==> src/rtl/decode_pkg.sv <==
// Shared constants and types for the instruction decode stage: opcode
// class nibbles, ALU operation codes, the decoded-field payload and the
// handshake state enumeration.
package decode_pkg;

  localparam int unsigned INSTR_W = 16;
  localparam int unsigned CODE_W  = 8;

  // ALU operation codes presented on instruction_out
  localparam logic [CODE_W-1:0] OP_NONE = 8'h00;
  localparam logic [CODE_W-1:0] OP_AND  = 8'h01;
  localparam logic [CODE_W-1:0] OP_OR   = 8'h02;
  localparam logic [CODE_W-1:0] OP_XOR  = 8'h03;
  localparam logic [CODE_W-1:0] OP_ADD  = 8'h05;
  localparam logic [CODE_W-1:0] OP_SUB  = 8'h09;
  localparam logic [CODE_W-1:0] OP_CMP  = 8'h0B;
  localparam logic [CODE_W-1:0] OP_MOV  = 8'h0D;
  localparam logic [CODE_W-1:0] OP_MUL  = 8'h0E;
  localparam logic [CODE_W-1:0] OP_LOAD = 8'h40;
  localparam logic [CODE_W-1:0] OP_STOR = 8'h44;
  localparam logic [CODE_W-1:0] OP_LSH  = 8'h84;
  localparam logic [CODE_W-1:0] OP_ASHU = 8'h86;
  localparam logic [CODE_W-1:0] OP_LUI  = 8'hF0;

  // Instruction class nibble, instruction[15:12]
  localparam logic [3:0] CLS_REG   = 4'h0;
  localparam logic [3:0] CLS_ANDI  = 4'h1;
  localparam logic [3:0] CLS_ORI   = 4'h2;
  localparam logic [3:0] CLS_XORI  = 4'h3;
  localparam logic [3:0] CLS_MEM   = 4'h4;
  localparam logic [3:0] CLS_ADDI  = 4'h5;
  localparam logic [3:0] CLS_SHIFT = 4'h8;
  localparam logic [3:0] CLS_SUBI  = 4'h9;
  localparam logic [3:0] CLS_CMPI  = 4'hB;
  localparam logic [3:0] CLS_MOVI  = 4'hD;
  localparam logic [3:0] CLS_MULI  = 4'hE;
  localparam logic [3:0] CLS_LUI   = 4'hF;

  typedef enum logic [1:0] {
    ST_EMPTY = 2'd0,
    ST_ONE   = 2'd1,
    ST_FULL  = 2'd2
  } state_t;

  // Decoded fields except the width-parameterised immediate
  typedef struct packed {
    logic [CODE_W-1:0] code;
    logic [3:0]        r_dest;
    logic [3:0]        r_src;
    logic              c_in;
    logic              ri;
    logic              d_type;
    logic              illegal;
  } dec_t;

endpackage

==> src/rtl/decode_if.sv <==
// Handshake bus of the decode stage.
// master: upstream/downstream side (drives flush, in_valid, instruction_in,
//         out_ready). slave: the decode stage (drives in_ready, out_valid and
//         all decoded fields). illegal_cnt exists only with
//         DECODE_ILLEGAL_CNT_EN defined.
interface decode_if #(
  parameter int unsigned DATA_W = 16,
  parameter int unsigned CNT_W  = 8
);

  if (DATA_W < 16) begin : g_bad_data_w
    $error("decode_if: DATA_W must be >= 16");
  end
  if (CNT_W == 0) begin : g_bad_cnt_w
    $error("decode_if: CNT_W must be >= 1");
  end

  logic              flush;
  logic              in_valid;
  logic              in_ready;
  logic [15:0]       instruction_in;
  logic              out_valid;
  logic              out_ready;
  logic [7:0]        instruction_out;
  logic [3:0]        R_dest;
  logic [3:0]        R_src;
  logic [DATA_W-1:0] immediate;
  logic              c_in;
  logic              RI_out;
  logic              d_type;
  logic              illegal;
`ifdef DECODE_ILLEGAL_CNT_EN
  logic [CNT_W-1:0]  illegal_cnt;
`endif

  modport master (
    output flush, in_valid, instruction_in, out_ready,
    input  in_ready, out_valid, instruction_out, R_dest, R_src, immediate,
           c_in, RI_out, d_type, illegal
`ifdef DECODE_ILLEGAL_CNT_EN
    , input illegal_cnt
`endif
  );

  modport slave (
    input  flush, in_valid, instruction_in, out_ready,
    output in_ready, out_valid, instruction_out, R_dest, R_src, immediate,
           c_in, RI_out, d_type, illegal
`ifdef DECODE_ILLEGAL_CNT_EN
    , output illegal_cnt
`endif
  );

endinterface

==> src/rtl/decode_comb.sv <==
// Purely combinational field decode of one 16-bit instruction.
// Ports: instr (raw instruction), fields_c (operation code, registers,
// flags), immediate_c (extended immediate, DATA_W bits).
module decode_comb
  import decode_pkg::*;
#(
  parameter int unsigned DATA_W = 16
) (
  input  logic [INSTR_W-1:0] instr,
  output dec_t               fields_c,
  output logic [DATA_W-1:0]  immediate_c
);

  logic [3:0]        cls;
  logic [3:0]        sub;
  logic [7:0]        op;
  logic [7:0]        imm8;
  logic [DATA_W-1:0] sext8;
  logic [DATA_W-1:0] zext8;
  logic              bad;

  assign cls   = instr[15:12];
  assign sub   = instr[7:4];
  assign op    = {cls, sub};
  assign imm8  = instr[7:0];
  assign sext8 = {{(DATA_W-8){imm8[7]}}, imm8};
  assign zext8 = DATA_W'(imm8);

  // Class first, then the sub-opcode inside the classes that share a nibble
  always_comb begin
    fields_c        = '0;
    fields_c.r_dest = instr[11:8];
    fields_c.r_src  = instr[3:0];
    fields_c.d_type = (cls == CLS_MEM);
    immediate_c     = '0;
    bad             = 1'b0;
    case (cls)
      CLS_REG: begin
        if (op inside {OP_ADD, OP_SUB, OP_MUL, OP_OR, OP_CMP, OP_AND, OP_XOR, OP_MOV})
          fields_c.code = op;
        else
          bad = 1'b1;
      end
      CLS_MEM: begin
        if (op == OP_LOAD || op == OP_STOR) fields_c.code = op;
        else                                bad = 1'b1;
      end
      CLS_SHIFT: begin
        if (op == OP_LSH || op == OP_ASHU) begin
          fields_c.code = op;
        end else if (sub[3:1] == 3'b000) begin
          // LSHI: 5-bit signed shift amount
          fields_c.code = OP_LSH;
          fields_c.ri   = 1'b1;
          immediate_c   = {{(DATA_W-5){instr[4]}}, instr[4:0]};
        end else begin
          bad = 1'b1;
        end
      end
      CLS_ADDI: begin fields_c.code = OP_ADD; fields_c.ri = 1'b1; immediate_c = sext8; end
      CLS_MULI: begin fields_c.code = OP_MUL; fields_c.ri = 1'b1; immediate_c = sext8; end
      CLS_CMPI: begin fields_c.code = OP_CMP; fields_c.ri = 1'b1; immediate_c = sext8; end
      CLS_SUBI: begin
        // a - b computed as a + ~b + 1
        fields_c.code = OP_ADD;
        fields_c.ri   = 1'b1;
        fields_c.c_in = 1'b1;
        immediate_c   = ~sext8;
      end
      CLS_ANDI: begin fields_c.code = OP_AND; fields_c.ri = 1'b1; immediate_c = zext8; end
      CLS_ORI:  begin fields_c.code = OP_OR;  fields_c.ri = 1'b1; immediate_c = zext8; end
      CLS_XORI: begin fields_c.code = OP_XOR; fields_c.ri = 1'b1; immediate_c = zext8; end
      CLS_MOVI: begin fields_c.code = OP_MOV; fields_c.ri = 1'b1; immediate_c = zext8; end
      CLS_LUI: begin
        fields_c.code = OP_LUI;
        fields_c.ri   = 1'b1;
        immediate_c   = DATA_W'({imm8, 8'h00});
      end
      default: bad = 1'b1;
    endcase
    if (bad) begin
      fields_c.code    = OP_NONE;
      fields_c.ri      = 1'b1;
      fields_c.c_in    = 1'b0;
      fields_c.illegal = 1'b1;
      immediate_c      = '0;
    end
  end

endmodule

==> src/rtl/decode_stage.sv <==
// Registered decode stage: decodes on the input path, holds results in an
// output register plus a one-entry skid register with valid/ready handshake.
// Ports: clk, reset (async, active-high), bus (decode_if.slave).
// Optional DECODE_ILLEGAL_CNT_EN adds a saturating count of delivered
// illegal instructions on bus.illegal_cnt.
module decode_stage
  import decode_pkg::*;
#(
  parameter int unsigned DATA_W = 16,
  parameter int unsigned CNT_W  = 8
) (
  input logic     clk,
  input logic     reset,
  decode_if.slave bus
);

  if (DATA_W < 16) begin : g_bad_data_w
    $error("decode_stage: DATA_W must be >= 16");
  end
  if (CNT_W == 0) begin : g_bad_cnt_w
    $error("decode_stage: CNT_W must be >= 1");
  end

  dec_t              in_fields_c;
  logic [DATA_W-1:0] in_imm_c;

  decode_comb #(.DATA_W(DATA_W)) u_decode (
    .instr       (bus.instruction_in),
    .fields_c    (in_fields_c),
    .immediate_c (in_imm_c)
  );

  state_t            state_q, state_d;
  logic              in_ready_q, out_valid_q;
  dec_t              out_q, skid_q;
  logic [DATA_W-1:0] out_imm_q, skid_imm_q;
  logic              accept_c, deliver_c;
  logic              load_out_in_c, load_out_skid_c, load_skid_c;

  assign accept_c  = bus.in_valid & in_ready_q;
  assign deliver_c = out_valid_q & bus.out_ready;

  // State register; in_ready/out_valid are registered images of the next state
  always_ff @(posedge clk or posedge reset) begin
    if (reset) begin
      state_q     <= ST_EMPTY;
      in_ready_q  <= 1'b1;
      out_valid_q <= 1'b0;
    end else begin
      state_q     <= state_d;
      in_ready_q  <= (state_d != ST_FULL);
      out_valid_q <= (state_d != ST_EMPTY);
    end
  end

  // Next state and register load selects
  always_comb begin
    state_d         = state_q;
    load_out_in_c   = 1'b0;
    load_out_skid_c = 1'b0;
    load_skid_c     = 1'b0;
    if (bus.flush) begin
      state_d = ST_EMPTY;
    end else begin
      case (state_q)
        ST_EMPTY: begin
          if (accept_c) begin
            state_d       = ST_ONE;
            load_out_in_c = 1'b1;
          end
        end
        ST_ONE: begin
          if (accept_c && deliver_c) begin
            load_out_in_c = 1'b1;
          end else if (accept_c) begin
            state_d     = ST_FULL;
            load_skid_c = 1'b1;
          end else if (deliver_c) begin
            state_d = ST_EMPTY;
          end
        end
        ST_FULL: begin
          if (deliver_c) begin
            state_d         = ST_ONE;
            load_out_skid_c = 1'b1;
          end
        end
        default: state_d = ST_EMPTY;
      endcase
    end
  end

  // Output and skid data registers
  always_ff @(posedge clk or posedge reset) begin
    if (reset) begin
      out_q      <= '0;
      out_imm_q  <= '0;
      skid_q     <= '0;
      skid_imm_q <= '0;
    end else begin
      if (load_out_in_c) begin
        out_q     <= in_fields_c;
        out_imm_q <= in_imm_c;
      end else if (load_out_skid_c) begin
        out_q     <= skid_q;
        out_imm_q <= skid_imm_q;
      end
      if (load_skid_c) begin
        skid_q     <= in_fields_c;
        skid_imm_q <= in_imm_c;
      end
    end
  end

`ifdef DECODE_ILLEGAL_CNT_EN
  logic [CNT_W-1:0] cnt_q;

  // Saturating count of illegal instructions handed downstream
  always_ff @(posedge clk or posedge reset) begin
    if (reset) begin
      cnt_q <= '0;
    end else if (deliver_c && !bus.flush && out_q.illegal && (cnt_q != '1)) begin
      cnt_q <= cnt_q + CNT_W'(1);
    end
  end

  assign bus.illegal_cnt = cnt_q;
`endif

  assign bus.in_ready        = in_ready_q;
  assign bus.out_valid       = out_valid_q;
  assign bus.instruction_out = out_q.code;
  assign bus.R_dest          = out_q.r_dest;
  assign bus.R_src           = out_q.r_src;
  assign bus.immediate       = out_imm_q;
  assign bus.c_in            = out_q.c_in;
  assign bus.RI_out          = out_q.ri;
  assign bus.d_type          = out_q.d_type;
  assign bus.illegal         = out_q.illegal;

endmodule

==> src/flat_wrapper.sv <==
// flat-port wrapper written by rule: the top's interface ports become plain ports
module decode_stage_flat import decode_pkg::*;
#(
  parameter int unsigned DATA_W = 16,
  parameter int unsigned CNT_W  = 8
)
  (clk, reset, bus_flush, bus_in_valid, bus_instruction_in, bus_out_ready, bus_in_ready, bus_out_valid, bus_instruction_out, bus_R_dest, bus_R_src, bus_immediate, bus_c_in, bus_RI_out, bus_d_type, bus_illegal);
  decode_if #(.DATA_W(DATA_W), .CNT_W(CNT_W)) bus_i ();
  input logic clk;
  input logic reset;
  input wire logic [$bits(bus_i.flush)-1:0] bus_flush;
  input wire logic [$bits(bus_i.in_valid)-1:0] bus_in_valid;
  input wire logic [$bits(bus_i.instruction_in)-1:0] bus_instruction_in;
  input wire logic [$bits(bus_i.out_ready)-1:0] bus_out_ready;
  output wire logic [$bits(bus_i.in_ready)-1:0] bus_in_ready;
  output wire logic [$bits(bus_i.out_valid)-1:0] bus_out_valid;
  output wire logic [$bits(bus_i.instruction_out)-1:0] bus_instruction_out;
  output wire logic [$bits(bus_i.R_dest)-1:0] bus_R_dest;
  output wire logic [$bits(bus_i.R_src)-1:0] bus_R_src;
  output wire logic [$bits(bus_i.immediate)-1:0] bus_immediate;
  output wire logic [$bits(bus_i.c_in)-1:0] bus_c_in;
  output wire logic [$bits(bus_i.RI_out)-1:0] bus_RI_out;
  output wire logic [$bits(bus_i.d_type)-1:0] bus_d_type;
  output wire logic [$bits(bus_i.illegal)-1:0] bus_illegal;
  assign bus_i.flush = bus_flush;
  assign bus_i.in_valid = bus_in_valid;
  assign bus_i.instruction_in = bus_instruction_in;
  assign bus_i.out_ready = bus_out_ready;
  assign bus_in_ready = bus_i.in_ready;
  assign bus_out_valid = bus_i.out_valid;
  assign bus_instruction_out = bus_i.instruction_out;
  assign bus_R_dest = bus_i.R_dest;
  assign bus_R_src = bus_i.R_src;
  assign bus_immediate = bus_i.immediate;
  assign bus_c_in = bus_i.c_in;
  assign bus_RI_out = bus_i.RI_out;
  assign bus_d_type = bus_i.d_type;
  assign bus_illegal = bus_i.illegal;
  decode_stage #(.DATA_W(DATA_W), .CNT_W(CNT_W)) u_core (.clk(clk), .reset(reset), .bus(bus_i));
endmodule
==> config.mk <==
export PLATFORM = sky130hd
export DESIGN_NAME = decode_stage_flat
export DESIGN_NICKNAME = d
export VERILOG_FILES = /design/src/rtl/decode_pkg.sv /design/src/rtl/decode_if.sv /design/src/rtl/decode_comb.sv /design/src/rtl/decode_stage.sv /design/src/flat_wrapper.sv
export SDC_FILE = /design/constraint.sdc
export NUM_CORES = 1
export LEC_CHECK = 0
export BUFFER_PORTS_ARGS = -buffer_cell sky130_fd_sc_hd__buf_4
export CAP_MARGIN = 5
export CORE_MARGIN = 8
export CORE_UTILIZATION = 42
export DETAILED_ROUTE_END_ITERATION = 16
export GPL_ROUTABILITY_DRIVEN = 0
export HOLD_SLACK_MARGIN = 0.15
export SLEW_MARGIN = 5
export SYNTH_ARGS = -nofsm -noshare
export SYNTH_HDL_FRONTEND = slang
export SYNTH_SLANG_ARGS = --single-unit
==> constraint.sdc <==
create_clock -name clk -period 5.4 [get_ports clk]
set_input_delay 1.08 -clock clk [delete_from_list [all_inputs] [get_ports clk]]
set_output_delay 1.08 -clock clk [all_outputs]
set_load 0.03 [all_outputs]
; Word-level counts from Yosys, hierarchy flattened
; Cells that the tools add are included.
[word_totals]
reg_bits = 76
wordCells = 103
[op_classes]
n_eq_ne = 26
muxes = 42
bitwise_logic = 3
reduce_logical = 13
[op_table]
columns = op, n
row1 = one-hot mux 8 bit (11 select lines), 1
row2 = 2-to-1 mux 16 bit, 5
row3 = one-hot mux 16 bit (5 select lines), 1
row4 = 2-to-1 mux 20 bit, 2
row5 = 2-to-1 mux 8 bit, 5
row6 = equality test 8 x 4 -> 1 bit (second input constant), 4
row7 = equality test 4 bit (second input constant), 6
row8 = 2-to-1 mux 1 bit, 17
row9 = equality test 8 x 2 -> 1 bit (second input constant), 2
row10 = equality test 8 x 7 -> 1 bit (second input constant), 2
row11 = equality test 8 bit (second input constant), 2
row12 = inverter 16 bit, 1
row13 = 2-to-1 mux 2 bit, 7
row14 = OR reduction 9 bit, 1
row15 = equality test 4 x 2 -> 1 bit (second input constant), 2
row16 = equality test 4 x 3 -> 1 bit (second input constant), 2
row17 = equality test 8 x 1 -> 1 bit (second input constant), 1
row18 = equality test 8 x 3 -> 1 bit (second input constant), 1
row19 = nonzero test 8 bit, 1
row20 = one-hot mux 2 bit (3 select lines), 1
row21 = equality test 4 x 1 -> 1 bit (second input constant), 1
row22 = logical NOT 4 bit, 1
row23 = one-hot mux 1 bit (2 select lines), 2
row24 = one-hot mux 1 bit (4 select lines), 1
row25 = other kinds (12), 15

; Logic depth before layout (Yosys ltp)
; Gate-level depths: netlist of run 1.
[logic_depth]
word_depth = 7
ltp_mapped = 7

; Hierarchy
; Synthesis of run 1 repeated with hierarchy kept, for this count alone.
[unflattened]
hier_cells = 427
area_unflattened_um2 = 4277.9
[modules_own_cells]
columns = mod, instances, cells_each, area_per_inst_um2, seq_area_each_um2
row1 = decode_stage, 1, 306, 3554.7, 1903.1
row2 = decode_comb, 1, 121, 723.2, 0.0

; Least setup slack after synthesis of run 1
; OpenSTA, ideal clock, no wires.
[synth_path]
kind = input-to-reg
start = in bus_instruction_in[12]
end = reg u_core.out_imm_q[5], in the netlist u_core.bus.immediate[5]
t_arrival_ns = 2.461
slack_ns = 2.857
path_stages = 6
n_path_buf = 2
cell_sequence = buf_6 > or4b_4 > or3_1 > buf_6 > a21boi_1 > a31oi_1
[synth_between]
elab_chain_len = 6
elab_cells_between_ends = 38
[synth_rtl]
columns = element, line_no
row1 = from (decl), flat_wrapper.sv:13  ; input wire logic [$bits(bus_i.instruction_in)-1:0] bus_instruction_in;
row2 = equality test 8 x 3 -> 1 bit (tied with other cells), decode_comb.sv:39  ; if (op inside {OP_ADD, OP_SUB, OP_MUL, OP_OR, OP_CMP, OP_AND, OP_XOR, OP_MOV})
row3 = nonzero test 8 bit (tied with other cells), decode_comb.sv:39
row4 = 2-to-1 mux 1 bit (tied with other cells), decode_comb.sv:39
row5 = one-hot mux 1 bit (4 select lines) / one-hot mux 16 bit (5 select lines) (equally long branches), decode_comb.sv:37  ; case (cls)
row6 = 2-to-1 mux 16 bit *, decode_comb.sv:81  ; if (bad) begin
row7 = 2-to-1 mux 16 bit *, decode_stage.sv:101  ; if (load_out_in_c) begin
row8 = to (signal assigned), decode_stage.sv:103  ; out_imm_q <= in_imm_c;
row9 = to (signal assigned), decode_stage.sv:106  ; out_imm_q <= skid_imm_q;
row10 = to (decl), decode_stage.sv:36  ; logic [DATA_W-1:0] out_imm_q, skid_imm_q;
; Every way passes the cells marked *; elsewhere a longest branch is shown, timed or not.
; A chain may end at the register's enable or synchronous reset.

; Final worst setup path of run 1
[layout_path]
start = in bus_flush
end = reg u_core.out_q, in the netlist u_core.bus.R_src[1]
[layout_between]
elab_chain_len = 2
elab_cells_between_ends = 4
[layout_rtl]
columns = element, line_no
row1 = from (decl), flat_wrapper.sv:11  ; input wire logic [$bits(bus_i.flush)-1:0] bus_flush;
row2 = 2-to-1 mux 1 bit, decode_stage.sv:62  ; if (bus.flush) begin
row3 = 2-to-1 mux 20 bit / nonzero test 2 bit (equally long branches), -
row4 = to (signal assigned), decode_stage.sv:102  ; out_q <= in_fields_c;
row5 = to (signal assigned), decode_stage.sv:105  ; out_q <= skid_q;
row6 = to (decl), decode_stage.sv:35  ; dec_t out_q, skid_q;
; Parallel ways exist; a longest one is shown, timed or not.

==> results of run 1 <==
==> layer usage <==
metal  routed length [um]  part of all wire
met1                 4990              0.47
met5                    0                 0
met2                 5070              0.47
met3                  494             0.046
met4                  117             0.011
==> layout by cell type, fill, tap and decap left out, types with 2 or more instances in the layout <==
cell / count
or3b_1: 2
o32ai_1: 2
a2bb2oi_1: 6
a2111oi_0: 3
o21a_1: 2
or2_1: 2
nor4_1: 2
nand2b_1: 4
o31ai_1: 2
a211oi_1: 16
o21ai_1: 9
buf_4: 65
nor3b_1: 14
or3_1: 4
nor2b_1: 3
and3_1: 4
a22oi_1: 2
a21boi_1: 2
o21ai_0: 10
nand3_1: 2
clkinvlp_4: 3
mux2i_1: 14
a22o_1: 4
inv_1: 4
a31oi_1: 19
dfrtp_1: 75
a21oi_1: 22
xnor2_1: 5
nor2_1: 29
clkbuf_1: 2
a21o_1: 5
a221o_1: 8
nand2_1: 61
a32oi_1: 10
clkbuf_8: 9
nand4b_1: 3
nor3_1: 6
or2_2: 3
==> power by group through the flow <==
stage | Clock, mW | Sequential [mW] | Combinational (mW)
after CTS | 0.447 | 0.898 | 0.712
final | 0.437 | 0.897 | 0.703
after global routing | 0.468 | 0.921 | 0.777
after global placement | 0 | 0.904 | 0.700
after floorplan | 0 | 1.06 | 0.297
after detailed placement | 0 | 0.908 | 0.711
==> cell type report <==
cell class	instances	area [um^2]	share of cell area
clock buffer	11	131	0.0287
clock inverter	5	61.3	0.0134
inverter	5	18.8	0.00410
multi-input combinational	297	1840	0.402
sequential	76	1900	0.415
tap	111	139	0.0303
timing repair buffer	65	488	0.106
==> registers in the layout, summed over array words and instances, names as in the netlist, 2 cells and up <==
| register | flops |
|---|---|
| u_core.bus.instruction_out | 8 |
| u_core.bus.immediate | 16 |
| u_core.bus.R_src | 4 |
| u_core.state_q | 2 |
| u_core.skid_q | 20 |
| u_core.bus.R_dest | 4 |
| u_core.skid_imm_q | 16 |
==> Yosys cell counts, types with 3 or more instances <==
cell / number
a31oi_1: 19
o21ai_1: 9
nand2b_1: 4
nor2_1: 29
nor3b_1: 14
clkbuf_1: 23
inv_1: 5
a211oi_1: 16
buf_2: 12
nand2_1: 61
dfrtp_1: 75
a32oi_1: 10
buf_6: 3
or2_2: 3
xnor2_1: 5
a21oi_1: 22
mux2i_1: 14
nor3_1: 6
a22o_1: 4
or3_1: 4
a2bb2oi_1: 6
o21ai_0: 10
nand4b_1: 3
a2111oi_0: 3
a21o_1: 5
a221o_1: 8
nor2b_1: 3
and3_1: 4
==> metrics by stage <==
| stage | instance area (um^2) | util |
|---|---|---|
| 2_1_floorplan | 3940 | - |
| 4_1_cts | 4580 | 0.498 |
| 5_1_grt | 4580 | 0.498 |
| 3_5_place_dp | 4390 | 0.477 |
| 6_report | 4580 | 0.498 |
| 3_3_place_gp | 4390 | 0.477 |
==> worst paths after layout <==
path	to	cells past startpoint
worst min register to register	u_core.bus.R_dest[2]	1
worst max-delay path	u_core.bus.R_src[1]	5
min in group asynchronous	u_core.bus.instruction_out[4]	2
worst min-delay path	u_core.bus.R_dest[2]	1
max in group asynchronous	u_core.bus.RI_out	3
worst max register to register	u_core.bus.R_src[1]	4
==> cells by family (layout without fill, tap and decap cells) <==
logic type             Yosys count  after routing  synth area share
AND/OR/NAND/NOR                150            150             0.194
AO/OA/AOI/OAI                  127            127             0.224
flip-flops                      76             76             0.483
buffers and inverters           43             86            0.0504
multiplexers                    15             15            0.0384
XOR/XNOR                         5              5            0.0111
==> flow_summary.json, run 1 <==
{
  "clk_pin_slew_ns": 0.09,
  "die-height_um": 113,
  "syn_inst": 416,
  "power_density_mw_per_mm2": 444,
  "synthTopCellsByArea": "dfrtp_1 (48%), nand2_1 (5.8%), mux2i_1 (3.6%)",
  "crit_path_max_incr_delay_ns": 0.97,
  "hp-class": "flop to flop",
  "rsz0062_at_grt": "false",
  "pwr-share-clk": 0.215,
  "die_area_mm2": 0.0127,
  "fin_ws_ns": 1.99,
  "critPathTopFamily": "simple AND/OR/NAND/NOR gates",
  "min_from": "u_core.bus.R_dest[2]",
  "dpl.cell_count": 554,
  "routed_wl_mm": 10.7,
  "viasPerCell": 5.90,
  "p_int_mw": 1.28,
  "htree_num_levels": 3,
  "grt_max_degree": 42,
  "setup_viol": 0,
  "n_antenna_cell": 0,
  "yosys.area.top_type_share": 0.476,
  "grt.met3_usage": 0.0463,
  "ir_worst_vdd_mv": 0.234,
  "path_buf_inv": 1,
  "area_growth_pct": 16.2,
  "async_flop_share": 1.00,
  "boundaryPins": 59,
  "syn_area_mm2": 0.00394,
  "fp.dieW_um": 113,
  "synth-seq-cells": 76,
  "wire_per_inst_um": 18.7,
  "cp-start-kind": "input pin",
  "met2_usage": 0.275,
  "drtIter0Drc": 181,
  "power_frac_comb": 0.345,
  "clock-root-buffer": "clkbuf_8",
  "grt_pass1_wl_mm": 17.9,
  "dp_slack_ns": 1.66,
  "ys_types": 55,
  "rows": 35,
  "fillers": 879,
  "synth.avg_cell_area_um2": 9.48,
  "grt_pass1_vias": 3346,
  "numPortBuffers": 58,
  "slew_headroom": 0.225,
  "synth_edf_count": 0,
  "max_clock_freq_mhz": 293,
  "cap_violations": 0,
  "post_cts_buffers": 0,
  "post_cts_resized": 0,
  "ys.flop_type": "dfrtp_1",
  "clk_latency_ns": 0.35,
  "slew_violations": 0,
  "place_hpwl_mm": 7.16,
  "synth_top_cell_by_area": "dfrtp_1",
  "p_switching_mw": 0.760,
  "hold_viol_final": 0,
  "grt_busiest_layer": "met2",
  "drtPass1Iterations": 4,
  "p_total_mw": 2.04,
  "tns_ns": 0,
  "reg2reg_slack_ns": 2.34,
  "final_layout_size_suffix_gt1_frac": 0.192,
  "cp_cell_sequence": "buf_4 > nor4bb_1 > and2_1 > nor2_1 > a221o_1",
  "worstMarginPinSlew_ns": 1.15,
  "final_cells": 570,
  "sequentialPowerShare": 0.440,
  "crit_slowest_cell": "nor4bb_1",
  "coreArea_mm2": 0.00920,
  "grt_overflow_total": 0,
  "swShare": 0.373,
  "worst_ep_arrival_time_ns": 3.65,
  "antenna_found_initial": 0,
  "ctsHoldBuffers": 0,
  "clockBufferDepth": 2,
  "required_ns": 5.63,
  "period_needed_ns": 3.41,
  "yosys_warnings": 0,
  "fin_crit_sh": 0.632,
  "cts_tree": "built",
  "status": "finished clean",
  "hold_ws_ns": 0.484,
  "drcViolationCount": 0,
  "cts_buffers": 9,
  "vias": 3362,
  "timing.rr.start": "u_core.bus.in_ready",
  "end_kind": "flop",
  "ant_nets": 0,
  "track_usage": 0.173,
  "seq_area_frac_synth": 0.483,
  "skew_ns": 0.0112,
  "initial_core_util": 0.429,
  "critPathKind": "input pin to flop",
  "cts.sinks": 76,
  "use_met1": 0.228,
  "crit_start": "bus_flush",
  "syn-num-nets": 437,
  "fin_nets": 475,
  "worstPathMaxFanout": 17,
  "p_leak_nw": 2.04
}
Note: power is estimated with default switching activity, not from simulation.
==> inputs of run 2 (changes only) <==
clock period = 3.55 ns   (was 5.4 ns; I/O delays follow)
==> flow_summary.json, run 2 (synthesis gave the netlist of run 1 again) <==
{
  "status": "finished clean",
  "clock-root-buffer": "clkbuf_8",
  "final_layout_size_suffix_gt1_frac": 0.208,
  "clk_pin_slew_ns": 0.08,
  "rsz0062_at_grt": "false",
  "grt_pass1_wl_mm": 17.7,
  "cp-start-kind": "input pin",
  "final_cells": 577,
  "die-height_um": 113,
  "final_cell_mix": "dfrtp_1 (75), buf_4 (71), nand2_1 (61), nor2_1 (29), a21oi_1 (22)",
  "drcViolationCount": 0,
  "power_density_mw_per_mm2": 673,
  "clk_latency_ns": 0.34,
  "slew_violations": 0,
  "place_hpwl_mm": 7.04,
  "p_leak_nw": 2.09,
  "grt_pass1_vias": 3462,
  "worst_ep_arrival_time_ns": 2.50,
  "p_int_mw": 1.99,
  "pwr-share-clk": 0.220,
  "cts_tree": "built",
  "fin_crit_sh": 0.630,
  "slew_headroom": 0.482,
  "worstPathMaxFanout": 25,
  "ant_nets": 0,
  "fp.dieW_um": 113,
  "area_growth_pct": 18.3,
  "timing.rr.start": "u_core.state_q[0]",
  "power_frac_comb": 0.346,
  "fillers": 857,
  "ctsHoldBuffers": 0,
  "routed_wl_mm": 10.8,
  "drtIter0Drc": 180,
  "htree_num_levels": 3,
  "final_util": 0.507,
  "p_switching_mw": 1.15,
  "rows": 35,
  "p_total_mw": 3.14,
  "period_needed_ns": 2.24,
  "tns_ns": 0,
  "numPortBuffers": 58,
  "die_area_mm2": 0.0127,
  "sequentialPowerShare": 0.435,
  "vias": 3419,
  "clockBufferDepth": 2,
  "antenna_found_initial": 0,
  "r2r_end": "u_core.bus.immediate[5]",
  "setup_viol": 0,
  "wire_per_inst_um": 18.7,
  "hold_viol_final": 0,
  "drtPass1Iterations": 5,
  "cap_violations": 0,
  "critPathKind": "input pin to flop",
  "largest_reg_flops": 20,
  "dpl_cell_area_mm2": 0.00446,
  "skew_ns": 0.00688,
  "cts_buffers": 9,
  "reg2reg_depth": 5,
  "grt_overflow_total": 0,
  "initial_core_util": 0.429,
  "grt_max_degree": 77,
  "post_cts_buffers": 0,
  "worstMarginPinSlew_ns": 0.777,
  "reg2reg_slack_ns": 1.65,
  "hold_ws_ns": 0.446,
  "viasPerCell": 5.93,
  "coreArea_mm2": 0.00920,
  "n_antenna_cell": 0,
  "post_cts_resized": 0,
  "layout.cells.most_common": "dfrtp_1",
  "swShare": 0.367,
  "track_usage": 0.172,
  "cts.sinks": 76,
  "max_clock_freq_mhz": 447,
  "ir_worst_vdd_mv": 0.358,
  "hp-class": "input pin to asynchronous set/reset pin",
  "fin_ws_ns": 1.31,
  "dp_slack_ns": 0.940,
  "end_kind": "flop",
  "stdcell_area_mm2": 0.00467,
  "dpl.cell_count": 561,
  "largest-register": "u_core.skid_q",
  "required_ns": 3.82,
  "boundaryPins": 59,
  "fin_nets": 482
}
==> run 2: cell count changes in the layout (fill, tap and decap cells not counted), sizes merged <==
cell,before,now
clkinv,0,1
clkinvlp,3,2
buf,65,72
==> run 2: worst max path at each step <==
| stage | start | endpoint | depth (start not counted) |
|---|---|---|---|
| global route | bus_instruction_in[13] | u_core.skid_imm_q[5] | 5 |
| CTS | bus_instruction_in[13] | u_core.bus.immediate[6] | 5 |
| detailed placement | bus_instruction_in[13] | u_core.bus.immediate[6] | 5 |
| finish | bus_instruction_in[13] | u_core.skid_imm_q[5] | 5 |
| floorplan | reset | u_core.bus.RI_out | 1 |
| global placement | bus_instruction_in[13] | u_core.skid_imm_q[5] | 5 |
==> run 2: cell type report <==
cell class / count / area, um^2 / area share
clock buffers: 11 / 151 / 0.0324
clock inverters: 5 / 58.8 / 0.0126
inverters: 5 / 18.8 / 0.00402
multi-input cells: 297 / 1840 / 0.395
flip-flops and latches: 76 / 1900 / 0.408
well taps: 111 / 139 / 0.0298
repair buffers: 72 / 553 / 0.119
==> run 2: layer usage <==
| layer | routed length, um | vias up | global-route usage |
|---|---|---|---|
| met3 | 577 | 12 | 0.0410 |
| met1 | 5030 | 1672 | 0.223 |
| li1 | - | 1628 | - |
| met5 | 0 | - | 0 |
| met4 | 121 | 0 | 0.0453 |
| met2 | 5080 | 107 | 0.283 |
==> run 2: worst max-delay path, cell delays in order <==
cell,delay (ns)
buf_4,0.18
or4b_4,0.57
or3_1,0.60
a21boi_1,0.25
a31oi_1,0.19
==> run 2: power by group through the flow <==
stage	Combinational, mW	Sequential, mW	Clock, mW
floorplan	0.452	1.61	0
global placement	1.08	1.37	0
detailed placement	1.09	1.38	0
CTS	1.10	1.36	0.716
global route	1.19	1.40	0.744
finish	1.09	1.36	0.689
